### config.mk
export PLATFORM = sky130hd
export DESIGN_NAME = shift_sequencer
export DESIGN_NICKNAME = d
export VERILOG_FILES = /design/src/rtl/shift_sequencer.sv
export SDC_FILE = /design/constraint.sdc
export NUM_CORES = 1
export LEC_CHECK = 0
export ABC_AREA = 1
export ABC_CLOCK_PERIOD_IN_PS = 1600
export CORE_MARGIN = 2
export CORE_UTILIZATION = 29
export DETAILED_ROUTE_END_ITERATION = 10
export GPL_TIMING_DRIVEN = 0
export PLACE_DENSITY = 0.58
export SLEW_MARGIN = 10
export SYNTH_ARGS = -nofsm -noshare
export SYNTH_HDL_FRONTEND = slang
export SYNTH_SLANG_ARGS = --single-unit
export TNS_END_PERCENT = 10
### constraint.sdc
create_clock -name clk -period 1.6 [get_ports clk]
set_clock_uncertainty 0.15 [all_clocks]
set_input_delay 0.24 -clock clk [delete_from_list [all_inputs] [get_ports clk]]
set_output_delay 0.24 -clock clk [all_outputs]
set_load 0.01 [all_outputs]
### src/rtl/shift_sequencer.sv
// Two-requester sequencer for a WIDTH-bit load/shift register: arbitrates, loads, shifts, returns result.
// Define SHIFTCTL_FIXED_PRIO_EN for fixed A-over-B priority; default build is round-robin.
module shift_sequencer #(
    parameter int WIDTH = 8,
    parameter int CNT_W = 4
) (
    input  logic             clk,
    input  logic             reset_n,
    input  logic             req_a,
    input  logic [WIDTH-1:0] data_a,
    input  logic [CNT_W-1:0] cnt_a,
    input  logic             asr_a,
    output logic             gnt_a,
    input  logic             req_b,
    input  logic [WIDTH-1:0] data_b,
    input  logic [CNT_W-1:0] cnt_b,
    input  logic             asr_b,
    output logic             gnt_b,
    output logic             sh_load_n,
    output logic [WIDTH-1:0] sh_load_val,
    output logic             sh_shift,
    output logic             sh_asr,
    input  logic [WIDTH-1:0] sh_q,
    output logic             busy,
    output logic             rsp_valid,
    output logic             rsp_id,
    output logic [WIDTH-1:0] rsp_data
);
    localparam int REM_W = $clog2(WIDTH + 1);

    typedef enum logic [1:0] {IDLE, LOAD, SHIFT, DONE} state_t;

    state_t           state;
    state_t           state_nxt;
    logic [WIDTH-1:0] data_q;
    logic [REM_W-1:0] rem;
    logic             asr_q;
    logic             id_q;
    logic             accept;
    logic             pick_b;
    logic [CNT_W-1:0] pick_cnt;
    logic [REM_W-1:0] rem_init;

`ifdef SHIFTCTL_FIXED_PRIO_EN
    assign pick_b = !req_a;
`else
    logic last_b;
    // On a tie, the requester that did not win last time goes first.
    assign pick_b = req_b && (!req_a || !last_b);
`endif

    assign accept   = (state == IDLE) && (req_a || req_b);
    assign pick_cnt = pick_b ? cnt_b : cnt_a;
    assign busy     = (state != IDLE);

    always_comb begin
        if (32'(pick_cnt) > 32'(WIDTH)) rem_init = REM_W'(WIDTH);
        else                            rem_init = REM_W'(pick_cnt);
    end

    always_ff @(posedge clk) begin
        if (!reset_n) state <= IDLE;
        else          state <= state_nxt;
    end

    always_comb begin
        // NOTE: every output gets a default before the case so no path leaves one unassigned (no latches).
        state_nxt   = state;
        gnt_a       = 1'b0;
        gnt_b       = 1'b0;
        sh_load_n   = 1'b1;
        sh_load_val = '0;
        sh_shift    = 1'b0;
        sh_asr      = 1'b0;
        case (state)
            IDLE: begin
                if (accept) state_nxt = LOAD;
            end
            LOAD: begin
                gnt_a       = !id_q;
                gnt_b       = id_q;
                sh_load_n   = 1'b0;
                sh_load_val = data_q;
                sh_asr      = asr_q;
                state_nxt   = (rem == '0) ? DONE : SHIFT;
            end
            SHIFT: begin
                sh_shift = 1'b1;
                sh_asr   = asr_q;
                if (rem == REM_W'(1)) state_nxt = DONE;
            end
            DONE: begin
                state_nxt = IDLE;
            end
            default: state_nxt = IDLE;
        endcase
    end

    // NOTE: command latches are plain flops, so they are reset too; a reset mid-operation discards the command.
    always_ff @(posedge clk) begin
        if (!reset_n) begin
            data_q    <= '0;
            rem       <= '0;
            asr_q     <= 1'b0;
            id_q      <= 1'b0;
`ifndef SHIFTCTL_FIXED_PRIO_EN
            last_b    <= 1'b1;
`endif
            rsp_valid <= 1'b0;
            rsp_id    <= 1'b0;
            rsp_data  <= '0;
        end else begin
            // NOTE: non-blocking assignments here so every flop samples pre-edge values.
            rsp_valid <= 1'b0;
            if (accept) begin
                data_q <= pick_b ? data_b : data_a;
                asr_q  <= pick_b ? asr_b : asr_a;
                rem    <= rem_init;
                id_q   <= pick_b;
`ifndef SHIFTCTL_FIXED_PRIO_EN
                last_b <= pick_b;
`endif
            end
            if (state == SHIFT) rem <= rem - REM_W'(1);
            if (state == DONE) begin
                rsp_data  <= sh_q;
                rsp_id    <= id_q;
                rsp_valid <= 1'b1;
            end
        end
    end
endmodule

==> metrics.cfg <==
[synth]
yosys.area.top_type_share_pct=38.37
synthAdderAreaFrac_pct=6.217
yosys-mux-area-fraction_pct=0
synth_edf_count=0
ys_types=22
yosys.area_share.simple_pct=26.47
synthTopCellsByCount=nand2_1 (52), inv_1 (28), dfxtp_1 (27), nor2_1 (22), o21ai_0 (22)
synth-seq-cells=27
yosys.area.top_type=dfxtp_1
synth_top_family_by_area=simple AND/OR/NAND/NOR gates
synth_compound_area_share_pct=17.23
synth-xor-area-share_pct=0.6217
synth.most_common_cell=nand2_1
avgSynthCellArea_um2=6.906
ys_seq_area_share_pct=38.37
yosysWarnings=0
synth_area_um2=1409
synth_cells=204
syn_nets=249
async_reset_ff_share_pct=0
synth_area_leaders=dfxtp_1 (38%), nand2_1 (14%), o21ai_0 (7.8%), inv_1 (7.5%), ha_1 (6.2%)
ys.flop_type=dfxtp_1

[global_route]
met1_usage_pct=17.54
grt_util_met2_pct=24.31
antenna_found_initial=0
grt_pass1_wl_um=6085
grt_overflow_total=0
grt_max_degree=17
use_met3_pct=4.527
busiest_layer=met2
grt_usage_pct=14.43
grt_pass1_vias=1387

[power]
finalPower_mw=3.127
leakage_nw=1.144
ir_drop_uv=659.5
p_per_area_nw_per_um2=1420

[finish]
antenna_cells=0
layout-drive-gt1-share_pct=16.48
final_cells=327
final_area_um2=2202
area_growth_pct=56.31
final_nets=319

[route]
drc=0
wl_per_cell_um=11.39
ant_nets=0
totalWireLength_um=3726
vias=1442
drt_iter0_drc=75
vias_per_cell=4.410
first_pass_iters=4

[floorplan]
design.die.area_um2=5432
core_um2=4692
start_util_pct=30.03
row_count=25
die_y_um=73.70
io_pins=62
fp.dieW_um=73.70

[timing]
finalCriticalPeriod_ns=1.624
hold_viol_final=0
slew_headroom_pct=69.53
rsz0062_at_grt=true
worst_pin_slew_ns=0.4570
fin_ws_ns=-0.02386
period_share_pct=101.5
drv_slew=0
fmax_ghz=0.6158
setup_viol=10
hold-worst-slack_ns=0.3171

[clocking]
holdBufCountCts=0
clk_path_buf_depth=2
clock_sinks=27
clkLatencyLatePin_ns=0.28
clockRootBuffer=clkbuf_8
cts_htree_levels=1
numCtsBuffers=3
cts_tree=built
clkTransAtPathRegs_ns=0.10

[placed_design]
place_congestion=0.7978
dpl.cell_count=319
dpl_worst_slack_ns=-0.5575
placed_cell_area_um2=2087
dp_hpwl_um=2657
port_buffers=61

[critical_path]
worstPathArrival_ns=1.23
cp-endpoint=gnt_a
r2r_cells=7
critPathRequiredTime_ns=1.21
crit_path_end_kind=primary output
worst-path-max-fanout=5
r2r_end=data_q[7]
startpoint=state[1]
r2r_slack_ns=0.13
crit_type=reg -> out
start_kind=flip-flop
rr_startpoint=state[0]

[worst_hold_path]
hold_class=in -> reg
min_from=req_a

[status]
status=finished, violations left
violations=setup timing

[flow_run]
maxCapViolations=0

[flip-flops by register name, summed over array words and instances, names as in the netlist]
name / cells
rsp_valid: 1
data_q: 8
asr_q: 1
rsp_id: 1
last_b: 1
rem: 4
rsp_data: 8
state: 2
id_q: 1
[layout by cell type, fill, tap and decap left out]
master	n
o21ai_2	2
clkinvlp_4	1
a21oi_1	6
o21ai_4	1
nor3_1	3
dfxtp_1	25
a31oi_1	10
buf_8	2
nand2_2	3
ha_4	3
inv_1	23
nand2_1	50
o21ai_0	22
inv_4	4
buf_2	10
clkinv_1	1
clkdlybuf4s50_1	40
clkbuf_1	3
nor2_1	21
buf_6	4
inv_2	3
nand3_1	8
clkbuf_2	2
dfxtp_4	1
nand3b_1	3
ha_1	4
nand2_4	1
nor2_2	1
clkbuf_8	3
o22ai_1	1
buf_4	3
xor2_1	1
dfxtp_2	1
dlymetal6s2s_1	7
[critical path, cell delays in order (launching register included)]
cell     delay [ns]
dfxtp_2        0.35
inv_4          0.08
ha_4           0.16
buf_8          0.13
inv_4          0.03
nor2_2         0.08
buf_2          0.13
[layer usage]
metal / wire [µm] / vias to the layer above
met3: 218 / 4
met5: 0 / -
met1: 1674 / 610
met2: 1794 / 36
met4: 39 / 0
li1: - / 792
[per-stage QoR]
step | TNS [ns] | util (%)
global placement | -9.071 | 44.48
CTS | -0.5374 | 46.27
global route | -0.8532 | 46.93
finish | -0.1673 | 46.93
detailed placement | -9.234 | 44.48
floorplan | 0 | -
[report_power, final]
| part | switching, mW | leakage (nW) | total [mW] | internal [mW] |
|---|---|---|---|---|
| clock network | 0.230 | 0.0217 | 0.407 | 0.177 |
| registers | 0.147 | 0.223 | 1.04 | 0.888 |
| logic | 0.894 | 0.899 | 1.68 | 0.790 |
| total | 1.27 | 1.14 | 3.13 | 1.86 |
[worst min path at each step]
stage                        endpoint  depth (start not counted)  slack [ns]
after CTS                   data_q[7]                          3        0.37
after detailed placement  rsp_data[4]                          2        0.34
after global placement    rsp_data[3]                          2        0.33
final                            id_q                          4        0.32
after floorplan           rsp_data[0]                          2        0.22
after global routing             id_q                          4        0.30
[area by class of cell]
cell class              count  area [µm²]
clock inverters             1       7.507
plain buffers               6       48.80
repair buffers             65       608.1
inverters                  31       126.4
flip-flops and latches     27       545.5
clock buffers               3       41.29
fillers                   480        2490
multi-input cells         140       757.0
well taps                  54       67.56
[logic make-up after synthesis]
group	Yosys count
AO/OA/AOI/OAI	42
XOR/XNOR	1
adder cells (fa/ha/maj)	7
buffers and inverters	37
flip-flops	27
AND/OR/NAND/NOR	90
[timing repair]
item	4_1_cts	5_1_grt
resized for setup	70	19
pin swaps	1	2
buffers inserted	3	0
gates cloned	1	0
endpoints found under the setup margin	18	23
No activity file was read; power rests on OpenSTA's default activity.
